<file path="config.mk">
export PLATFORM = sky130hd
export DESIGN_NAME = boot_uart_arbiter
export DESIGN_NICKNAME = d
export VERILOG_FILES = /design/src/rtl/boot_uart_arbiter.sv
export SDC_FILE = /design/constraint.sdc
export NUM_CORES = 1
export LEC_CHECK = 0
export BUFFER_PORTS_ARGS = -buffer_cell sky130_fd_sc_hd__buf_2
export CORE_MARGIN = 2
export CORE_UTILIZATION = 29
export CTS_CLUSTER_DIAMETER = 100
export DETAILED_ROUTE_END_ITERATION = 10
export SETUP_SLACK_MARGIN = 0.2
export SYNTH_ARGS = -nofsm -noshare
export SYNTH_HDL_FRONTEND = slang
export SYNTH_SLANG_ARGS = --single-unit
</file>
<file path="constraint.sdc">
create_clock -name CLK -period 2.7 [get_ports CLK]
set_input_delay 0.54 -clock CLK [delete_from_list [all_inputs] [get_ports CLK]]
set_output_delay 0.54 -clock CLK [all_outputs]
set_load 0.005 [all_outputs]
</file>
<file path="src/rtl/boot_uart_arbiter.sv">
`default_nettype none
// ============================================================================
//  Module   : boot_uart_arbiter
//  Brief    : Routes the UART byte stream to the instruction-memory loader,
//             then to a CPU input FIFO once the program image is in place.
//  Revision : 1.0
// ============================================================================
module boot_uart_arbiter #(
  parameter int MEM_INST_SIZE = 1024,
  parameter int ADDR_W        = 10,
  parameter int FIFO_DEPTH    = 16
) (
  input  logic              CLK,
  input  logic              RST_N,
  input  logic [7:0]        rx_data,
  input  logic              rx_valid,
  output logic              imem_we,
  output logic [ADDR_W-1:0] imem_addr,
  output logic [31:0]       imem_wdata,
  output logic              cpu_run,
  output logic [7:0]        in_data,
  output logic              in_valid,
  input  logic              in_ready,
  output logic              rx_overflow,
  output logic              load_error,
  output logic [1:0]        state
);

  localparam int                c_ptr_w     = $clog2(FIFO_DEPTH);
  localparam logic [31:0]       c_max_words = 32'(MEM_INST_SIZE);
  localparam logic [ADDR_W:0]   c_idx_one   = (ADDR_W+1)'(1);
  localparam logic [c_ptr_w-1:0] c_ptr_one  = c_ptr_w'(1);
  localparam logic [c_ptr_w:0]  c_cnt_one   = (c_ptr_w+1)'(1);
  localparam logic [c_ptr_w:0]  c_fifo_full = (c_ptr_w+1)'(FIFO_DEPTH);

  typedef enum logic [1:0] {
    S_HDR  = 2'd0,
    S_BODY = 2'd1,
    S_RUN  = 2'd2,
    S_ERR  = 2'd3
  } state_t;

  state_t r_state, w_state_nxt;

  logic [1:0]        r_byte_cnt;
  logic [23:0]       r_shift;
  logic [ADDR_W:0]   r_words;
  logic [ADDR_W:0]   r_word_idx;
  logic              r_run_pend;

  logic              w_loading;
  logic              w_byte_last;
  logic [31:0]       w_word;
  logic              w_hdr_zero;
  logic              w_hdr_big;
  logic [ADDR_W:0]   w_idx_inc;
  logic              w_body_done;

  assign w_loading   = (r_state == S_HDR) || (r_state == S_BODY);
  assign w_byte_last = rx_valid && w_loading && (r_byte_cnt == 2'd3);
  assign w_word      = {r_shift, rx_data};
  assign w_hdr_zero  = (w_word == 32'd0);
  assign w_hdr_big   = (w_word > c_max_words);
  assign w_idx_inc   = r_word_idx + c_idx_one;
  assign w_body_done = (w_idx_inc == r_words);
  assign state       = r_state;

  always_ff @(posedge CLK or negedge RST_N) begin
    if (!RST_N) r_state <= S_HDR;
    else        r_state <= w_state_nxt;
  end

  always_comb begin
    w_state_nxt = r_state;
    case (r_state)
      S_HDR: begin
        if (w_byte_last) begin
          if (w_hdr_zero)     w_state_nxt = S_RUN;
          else if (w_hdr_big) w_state_nxt = S_ERR;
          else                w_state_nxt = S_BODY;
        end
      end
      S_BODY:  if (w_byte_last && w_body_done) w_state_nxt = S_RUN;
      default: w_state_nxt = r_state;
    endcase
  end

  // Loader datapath; cpu_run lags the final write pulse by one cycle.
  always_ff @(posedge CLK or negedge RST_N) begin
    if (!RST_N) begin
      r_byte_cnt <= 2'd0;
      r_shift    <= 24'd0;
      r_words    <= '0;
      r_word_idx <= '0;
      r_run_pend <= 1'b0;
      imem_we    <= 1'b0;
      imem_addr  <= '0;
      imem_wdata <= 32'd0;
      cpu_run    <= 1'b0;
      load_error <= 1'b0;
    end else begin
      imem_we    <= 1'b0;
      r_run_pend <= (r_state == S_BODY) && w_byte_last && w_body_done;
      if (rx_valid && w_loading) begin
        r_byte_cnt <= r_byte_cnt + 2'd1;
        r_shift    <= {r_shift[15:0], rx_data};
      end
      if ((r_state == S_HDR) && w_byte_last) begin
        r_words    <= w_word[ADDR_W:0];
        r_word_idx <= '0;
      end
      if ((r_state == S_BODY) && w_byte_last) begin
        imem_we    <= 1'b1;
        imem_addr  <= r_word_idx[ADDR_W-1:0];
        imem_wdata <= w_word;
        r_word_idx <= w_idx_inc;
      end
      if (r_run_pend || ((r_state == S_HDR) && w_byte_last && w_hdr_zero))
        cpu_run <= 1'b1;
      if (w_state_nxt == S_ERR)
        load_error <= 1'b1;
    end
  end

  logic [7:0]         r_mem [FIFO_DEPTH];
  logic [c_ptr_w-1:0] r_wr_ptr, r_rd_ptr, w_rd_nxt;
  logic [c_ptr_w:0]   r_count, w_count_nxt;
  logic               w_run, w_full, w_pop, w_push, w_drop, w_bypass;
  logic [7:0]         w_head_nxt;

  assign w_run    = (r_state == S_RUN);
  assign w_full   = (r_count == c_fifo_full);
  assign w_pop    = in_valid && in_ready;
  assign w_push   = rx_valid && w_run && (!w_full || w_pop);
  assign w_drop   = rx_valid && w_run && w_full && !w_pop;
  // The incoming byte becomes head directly when nothing older remains.
  assign w_bypass = w_push && ((r_count == '0) || ((r_count == c_cnt_one) && w_pop));

  always_comb begin
    w_count_nxt = r_count;
    if (w_push && !w_pop)      w_count_nxt = r_count + c_cnt_one;
    else if (w_pop && !w_push) w_count_nxt = r_count - c_cnt_one;
    w_rd_nxt   = w_pop ? (r_rd_ptr + c_ptr_one) : r_rd_ptr;
    w_head_nxt = in_data;
    if (w_count_nxt != '0)
      w_head_nxt = w_bypass ? rx_data : r_mem[w_rd_nxt];
  end

  always_ff @(posedge CLK) begin
    if (w_push) r_mem[r_wr_ptr] <= rx_data;
  end

  always_ff @(posedge CLK or negedge RST_N) begin
    if (!RST_N) begin
      r_wr_ptr    <= '0;
      r_rd_ptr    <= '0;
      r_count     <= '0;
      in_valid    <= 1'b0;
      in_data     <= 8'd0;
      rx_overflow <= 1'b0;
    end else begin
      if (w_push) r_wr_ptr <= r_wr_ptr + c_ptr_one;
      r_rd_ptr <= w_rd_nxt;
      r_count  <= w_count_nxt;
      in_valid <= w_run && (w_count_nxt != '0);
      in_data  <= w_head_nxt;
      if (w_drop) rx_overflow <= 1'b1;
    end
  end

endmodule
`default_nettype wire

</file>
# --- Yosys cells after proc, flatten, opt, wreduce, memory -nomap -nowiden ---
# Memories as Yosys holds them, arrays and structs flattened.
# Index checks and enable logic that the tools add are counted.
totals:
  regBits: 119
  ram_bits: 128
  out_inout_bits: 57
  elab_cells: 75
  memories: 1
op_classes:
  addsub: 6
  n_lt_le_gt_ge: 1
  n_eq_ne: 7
  mux: 14
  reduce_logical: 29
mem_list:
  columns: ["name", "words", "word_bits", "read_ports", "rd_clocked_by_memory_dff", "write_ports", "line", "rtl"]
  rows:
  - ["r_mem", 16, 8, 1, 0, 1, "125", "logic [7:0] r_mem [FIFO_DEPTH];"]
ops:
  columns: ["operator", "n"]
  rows:
  - ["greater-than comparator 32 x 11 -> 1 bit (second input constant)", 1]
  - ["logical NOT 32 bit", 1]
  - ["2-to-1 mux 11 bit", 2]
  - ["logical AND 1 bit", 17]
  - ["adder 11 x 1 -> 11 bit (second input constant)", 1]
  - ["== test 11 bit", 1]
  - ["2-to-1 mux 5 bit", 2]
  - ["adder 4 x 1 -> 4 bit (second input constant)", 2]
  - ["2-to-1 mux 2 bit", 4]
  - ["2-to-1 mux 8 bit", 1]
  - ["== test 2 bit (second input constant)", 3]
  - ["adder 5 x 1 -> 5 bit (second input constant)", 1]
  - ["== test 5 x 1 -> 1 bit (second input constant)", 1]
  - ["== test 5 bit (second input constant)", 1]
  - ["logical NOT 5 bit", 1]
  - ["nonzero test 5 bit", 1]
  - ["subtractor 5 x 1 -> 5 bit (second input constant)", 1]
  - ["logical OR 1 bit", 4]
  - ["2-to-1 mux 4 bit", 1]
  - ["one-hot mux 2 bit (2 select lines)", 1]
  - ["logical NOT 1 bit", 3]
  - ["2-to-1 mux 1 bit", 3]
  - ["adder 2 x 1 -> 2 bit (second input constant)", 1]
  - ["== test 2 x 1 -> 1 bit (second input constant)", 1]
  - ["2 further kinds", 2]

# --- Logic depth before layout (Yosys ltp) ---
# Gate-level depths: netlist (run 1).
logic_depth:
  ltp_word: 10
  depth_mapped: 10

# --- Worst setup path after synthesis (run 1) ---
# OpenSTA, ideal clock, no wires.
synth_timing:
  kind: "input to register"
  from: "in in_ready"
  to: "reg in_data[0]"
  setup_time_ns: 0.125
  arrival_time_ns: 2.327
  required_time_ns: 2.575
  setup_slack_ns: 0.247
  path_stages: 10
  n_path_buf: 3
  cell_sequence: "buf_2 -> nand2_4 -> a41oi_2 -> buf_4 -> nand2_1 -> o21ai_0 -> a21oi_1 -> or4_1 -> buf_6 -> mux2_4"
synth_via:
  elab_chain_len: 8
  elab_cells_between_ends: 16
synth_lines:
  columns: ["item", "line", "rtl"]
  rows:
  - ["from (decl)", "23", "input logic in_ready,"]
  - ["logical AND 1 bit *", "133", "assign w_pop = in_valid && in_ready;"]
  - ["branches (longest 7 deep; another with memory read (16 x 8 bit))", null, null]
  - ["to (signal assigned)", "166", "in_data <= w_head_nxt;"]
  - ["to (decl)", "21", "output logic [7:0] in_data,"]
# Mark *: on every way between the ends.
# A chain may end at the register's enable or synchronous reset.

# --- Worst setup path after layout (run 1) ---
layout_timing:
  from: "reg in_valid"
  to: "reg in_data[7]"
layout_via:
  elab_chain_len: 8
  elab_cells_between_ends: 16
layout_lines:
  columns: ["item", "line", "rtl"]
  rows:
  - ["from (decl)", "22", "output logic in_valid,"]
  - ["from (signal assigned)", "165", "in_valid <= w_run && (w_count_nxt != '0);"]
  - ["logical AND 1 bit *", "133", null]
  - ["branches (longest 7 deep; another with memory read (16 x 8 bit))", null, null]
# Marked as above.

==> run metrics, run 1 <==
Ant. Diodes 0; Syn Nets 1107; post-route ant nets 0; synthesis-stage register bit count 247; post-synth top area cell edfxtp_1; die area 41300 sq um; M2 GR Usage 25.2%; Max-Cap Viols 0; Max clock buf depth 3; Setup crit end kind flip-flop; VDD IR max 0.536 mV; number of buffers added on ports 68; # clock sinks 247; mapped cell area 11500 sq um; Power Density 1090 nW/um^2; DR DRC count 0; fraction of registers with async set or reset after synthesis 48.2%; leading cell type in the layout, fill and taps excluded nand2_1; met3 Use GR 2.05%; nets 1210; kind of critical path flip-flop to flip-flop; Post-synth EDFFs 128; design area 14100 sq um; DP Wirelength 20.4 mm; RSZ-0062 raised after global routing yes; TritonCTS clock tree built; Pleak 5.74 nW; register clock-pin slew on the reported worst setup and hold paths 0.06 ns; Core ar. 38900 sq um; gpl congestion 0.820; M1 GR Usage 21.9%; cts hold-fix bufs 0; fmax 415 MHz; WP data required 3.14 ns; Worst-Skew Late Latency 0.56 ns; # IOs 69; drt wl/cell 19.3 microns; Setup Skew 0.0148 ns; GRT Total Usage 15.5%; average vias per placed instance 5.10; Sum Neg Setup Slack 0 ns; Max Fanout on Critical Path 22; library cells used by synthesis 62; root buffer cell clkbuf_16; H-tree depth 1; fin crit share 89.3%; layout cells sized above 1 21.5%; Post-Route WL 33.3 mm; placed inst area 12900 sq um; outcome complete, no violations; slew of the pin with the lowest slew margin 0.748 ns; Num CTS Buffers 28; Rows 72; slew margin rel. 50.1%; Pwr Total 15.4 mW; vias in the first global route 8561; largest net degree at the start of global routing 54; chip width 203 microns; register area share after synthesis 59.3%; gr busiest metal met2; Cells after Synth 1084; Die Ht 203 microns; Iteration-0 DRC Markers 683; Synth Area per Inst 10.6 sq um; Hold Path Class primary input to async pin; FF-to-FF Start in_valid; most frequent cells in the layout nand2_1, edfxtp_1, dfrtp_1, buf_2, buf_4; final setup violation count 0; synth warn 0; Slew Limit Fails 0; first-pass detailed-route iteration total 5; Crit. Startpoint in_valid; final hold violation count 0; GRT overflow 0; via count 8795; first-pass GRT wire length 50.5 mm; initial antenna violation count 1; Initial Util 29.6%; CP Data Arrival Time 2.85 ns; top_reg_cell synth edfxtp_1; Critical Path Start Type flip-flop; share of the synthesized area in the top cell type 33.4%; main area contributors after synthesis edfxtp_1, dfrtp_1, nand2_1; synthesis-to-layout area growth 22.9%; crit path time final 2.41 ns
[report_power, final]
| part | leakage, nW | switching [mW] | internal (mW) |
|---|---|---|---|
| Clock | 0.444 | 1.56 | 2.24 |
| Combinational | 2.62 | 3.51 | 2.69 |
| Sequential | 2.67 | 0.703 | 4.70 |
[cells by family (layout without fill, tap and decap cells)]
kind of cell / count (synthesis) / in the layout / synth area share [%]
and+or+nand+nor: 461 / 461 / 18.2
DFF: 247 / 247 / 59.3
AOI/OAI and AO/OA: 198 / 198 / 11.7
buffers and inverters: 104 / 228 / 3.71
muxes: 34 / 34 / 3.54
xor gates and xnor gates: 29 / 29 / 2.27
adders and majority gates: 11 / 11 / 1.20
[per-stage QoR]
stage	utilization (%)	hold WS, ns	std cells	worst slack (ns)
2_1_floorplan	-	0.244	1084	0.247
3_3_place_gp	33.0	0.424	1670	0.0717
3_5_place_dp	33.0	0.431	1670	0.00732
4_1_cts	35.7	0.0597	1723	0.187
5_1_grt	36.3	0.0842	1726	0.199
6_report	36.3	0.0472	1726	0.288
[repair_timing]
item                                    in CTS  in global routing
gates cloned                                 1                  3
endpoints found under the setup margin       8                 11
buffers inserted                             1                  0
pin swaps                                    3                  5
hold endpoints to repair                     0                  0
resized for setup                           14                 36
[synthesized netlist by cell type, drive strengths merged, types with 4 or more instances]
library cell,instances
nand2,243
edfxtp,128
dfrtp,119
nor3,58
clkbuf,50
nor2,44
o21ai,41
a21oi,28
inv,28
nand3,26
nor2b,25
o31ai,24
buf,23
nor4,21
o22ai,21
xnor2,21
nand2b,20
mux2,19
o211ai,16
mux2i,14
ha,11
a211oi,8
a221oi,8
a311oi,8
a31oi,8
xor2,8
a21o,7
o2111ai,7
o221ai,7
and3,5
and2,4
[worst max-delay path, cell delays in order (launching register included)]
cell      delay (ns)
dfrtp_1         0.46
and2_4          0.26
buf_12          0.22
o21ai_0         0.11
buf_4           0.19
o21ai_0         0.08
o221ai_1        0.17
a221oi_1        0.32
buf_4           0.17
o31ai_1         0.06
mux2_4          0.26
[routing by layer]
metal / vias to the layer above / routed length [microns]
met3: 61 / 1700
met2: 286 / 15500
li1: 4096 / -
met5: - / 9
met4: 2 / 884
met1: 4350 / 15200
[worst paths after layout]
kind,endpoint,slack [ns],cells past startpoint
setup / recovery,in_data[7],0.29,10
hold / removal,imem_addr[3],0.05,1
setup reg to reg,in_data[7],0.29,10
hold reg to reg,cpu_run,0.44,1
max in group asynchronous,imem_wdata[14],1.90,2
min in group CLK,cpu_run,0.44,1
[state kept, by name, summed over array words and instances (netlist names)]
register	cells
r_mem	128
imem_wdata	32
r_shift	24
r_word_idx	11
r_words	11
imem_addr	10
in_data	8
r_count	5
r_rd_ptr	4
r_wr_ptr	4
r_byte_cnt	2
state	2
cpu_run	1
imem_we	1
in_valid	1
load_error	1
r_run_pend	1
rx_overflow	1
[layout make-up]
cell class | count | area (sq um)
Clock buffer | 38 | 748
Clock inverter | 13 | 169
Fill cell | 3847 | 24800
Inverter | 31 | 120
Multi-Input combinational cell | 733 | 4490
Sequential cell | 247 | 6830
Tap cell | 518 | 648
Timing Repair Buffer | 146 | 1130
Power figures use the tool's default switching activity.
==> run 2: changes to the inputs <==
--- a/config.mk
+++ b/config.mk
@@ -10,6 +10,7 @@
 export CORE_UTILIZATION = 29
 export CTS_CLUSTER_DIAMETER = 100
 export DETAILED_ROUTE_END_ITERATION = 10
+export GPL_TIMING_DRIVEN = 0
 export SETUP_SLACK_MARGIN = 0.2
 export SYNTH_ARGS = -nofsm -noshare
 export SYNTH_HDL_FRONTEND = slang
==> run 2 against run 1 <==
Worst setup slack got worse by 0.18 ns. Routed wire length rose by 1.6%. Flip-flop and latch count did not move. Clock skew barely moved.
==> run metrics, run 2 (synthesis gave the netlist of run 1 again) <==
Slowest cell on crit path dfrtp_2; Crit path depth 9 (-1); nets 1235 (+2.1%); fmax 386 MHz (-7.0%); average vias per placed instance 5.16 (+1.3%); TritonCTS clock tree built; CP Data Arrival Time 3.08 ns (+0.23 ns); Fillers 3839 (-0.21%); Setup crit end kind flip-flop; Ant. Diodes 0 (unchanged); DR DRC count 0 (unchanged); number of buffers added on ports 68 (unchanged); placed inst area 12500 sq um (-2.6%); Net Switching 6.49 mW (+12%); Setup crit end in_data[3]; Crit path largest cell delay 0.44 ns (-0.02 ns); Comb power frac 45.5% (+5.2 points); Iteration-0 DRC Markers 848 (+24%); final worst setup slack 0.106 ns (-0.182 ns); final hold violation count 0 (unchanged); drt wl/cell 19.3 microns (+0.12%); most frequent cells in the layout nand2_1, edfxtp_1, dfrtp_1, buf_2, nor2_1; first-pass GRT wire length 52.1 mm (+3.3%); Initial Util 29.6% (unchanged); slew margin rel. 45.5% (-4.6 points); clock share of power 21.6% (-3.0 points); Worst R2R Path Depth 9 (-1); Core ar. 38900 sq um (unchanged); Power Density 1110 nW/um^2 (+2.3%); design area 14500 sq um (+2.9%); outcome complete, no violations; Setup Skew 0.0146 ns (-0.000253 ns); Crit. Startpoint r_rd_ptr[0]; sw frac 40.0% (+2.6 points); Rows 72 (unchanged); initial antenna violation count 0 (-1); Top reg by flops r_mem; Max Fanout on Critical Path 10 (-55%); VDD IR max 0.545 mV (+1.6%); biggest regs r_mem (128), imem_wdata (32), r_shift (24); root buffer cell clkbuf_16; Critical Path Start Type flip-flop; sequential share of power 32.9% (-2.2 points); kind of critical path flip-flop to flip-flop; Max-Cap Viols 0 (unchanged); Largest register FFs 128 (unchanged); Worst-Skew Late Latency 0.55 ns (about the same); GRT overflow 0 (unchanged); delay-heaviest family, CP compound AO/OA/AOI/OAI gates; Die Ht 203 microns (unchanged); RR Endpoint in_data[3]; Pint 9.72 mW (+0.90%); CP bufs+invs 2 (-1); Final Util 37.4% (+1.1 points); via count 9035 (+2.7%); cells along the critical path ha_1, buf_4, clkbuf_8, nor3_1, o22ai_1, a311oi_2, nor3_2, o31ai_2, mux2_4; Pleak 5.79 nW (+0.86%); H-tree depth 1 (unchanged); Slew Limit Fails 0 (unchanged); final setup violation count 0 (unchanged); Post-Route WL 33.8 mm (+1.6%); vias in the first global route 8853 (+3.4%); post-route ant nets 0 (unchanged); leading cell type in the layout, fill and taps excluded nand2_1; worst hold slack 0.444 ns (+0.397 ns); RSZ-0062 raised after global routing yes; # IOs 69 (unchanged); first-pass detailed-route iteration total 5 (unchanged); Sum Neg Setup Slack 0 ns (unchanged); Hold Path Class flip-flop to flip-flop; layout cells sized above 1 26.8% (+5.2 points); gpl congestion 0.843 (+2.8%); fin crit share 96.1% (+6.8 points); worst slack, placed -0.856 ns (-0.863 ns); synthesis-to-layout area growth 26.5%; WP data required 3.19 ns (+0.05 ns); largest net degree at the start of global routing 63 (+17%); GRT Total Usage 16.1% (+0.52 points); crit path time final 2.59 ns (+0.182 ns); chip width 203 microns (unchanged); hold path startpoint r_run_pend; # clock sinks 247 (unchanged); register clock-pin slew on the reported worst setup and hold paths 0.06 ns (about the same); Max clock buf depth 3 (unchanged); die area 41300 sq um (unchanged); slew of the pin with the lowest slew margin 0.815 ns (+0.0662 ns); DP Wirelength 22.1 mm (+8.2%); FF-to-FF Start r_rd_ptr[0]; R2R Setup Slk 0.11 ns (-0.18 ns); Num CTS Buffers 27 (-3.6%)
-- run 2: layout make-up --
class	instances	area, sq um	share of cell area [%]
buffer	73	447	3.07
clock buffer	38	748	5.14
clock inverter	12	76.3	0.525
inverter	31	125	0.860
multi-input combinational	733	5030	34.6
sequential	247	6830	46.9
tap	518	648	4.46
timing repair buffer	99	641	4.40
-- run 2: how the worst min path moves through the flow --
stage               slack [ns]  depth (start not counted)         end
finish                    0.44                          1     cpu_run
global route              0.46                          1     cpu_run
CTS                       0.44                          3  r_shift[6]
floorplan                 0.24                          0     cpu_run
detailed placement        0.43                          1     cpu_run
global placement          0.42                          1     cpu_run
-- run 2: through the flow --
| stage | power (mW) | instances |
|---|---|---|
| after floorplan | 8.88 | 1084 |
| after global placement | 10.8 | 1670 |
| after detailed placement | 10.9 | 1671 |
| after CTS | 15.6 | 1744 |
| after global routing | 17.0 | 1751 |
| final | 16.2 | 1751 |
-- run 2: layer usage --
| metal | GRT usage (%) | vias to the layer above | part of all wire (%) |
|---|---|---|---|
| li1 | - | 4150 | - |
| met5 | 0 | - | 0 |
| met4 | 5.01 | 0 | 2.9 |
| met3 | 2.33 | 64 | 5.8 |
| met1 | 21.8 | 4495 | 44 |
| met2 | 26.5 | 326 | 47 |
-- run 2: worst reg2reg max path: cells and delay by family (launching register included) --
family	cells	cell delay, ns
and+or+nand+nor	2	0.48
DFF	1	0.44
adders and majority gates	1	0.31
AOI/OAI and AO/OA	3	0.74
muxes	1	0.19
buffers and inverters	2	0.38
-- run 2: power groups by stage --
stage	clock [mW]	combinational, mW	sequential, mW
after CTS	3.56	6.74	5.32
after detailed placement	0	5.54	5.38
after global placement	0	5.44	5.37
after global routing	3.70	7.90	5.43
after floorplan	0	3.65	5.23
final	3.50	7.37	5.34
-- run 2: what timing repair did --
| action | 4_1_cts | 5_1_grt |
|---|---|---|
| cloned | 1 | 0 |
| gates resized for setup | 148 | 84 |
| hold endpoints to repair | 59 | 0 |
| pin swaps | 20 | 21 |
| buffers inserted | 21 | 7 |
| hold buffers | 1 | 0 |
| endpoints found under the setup margin | 108 | 73 |
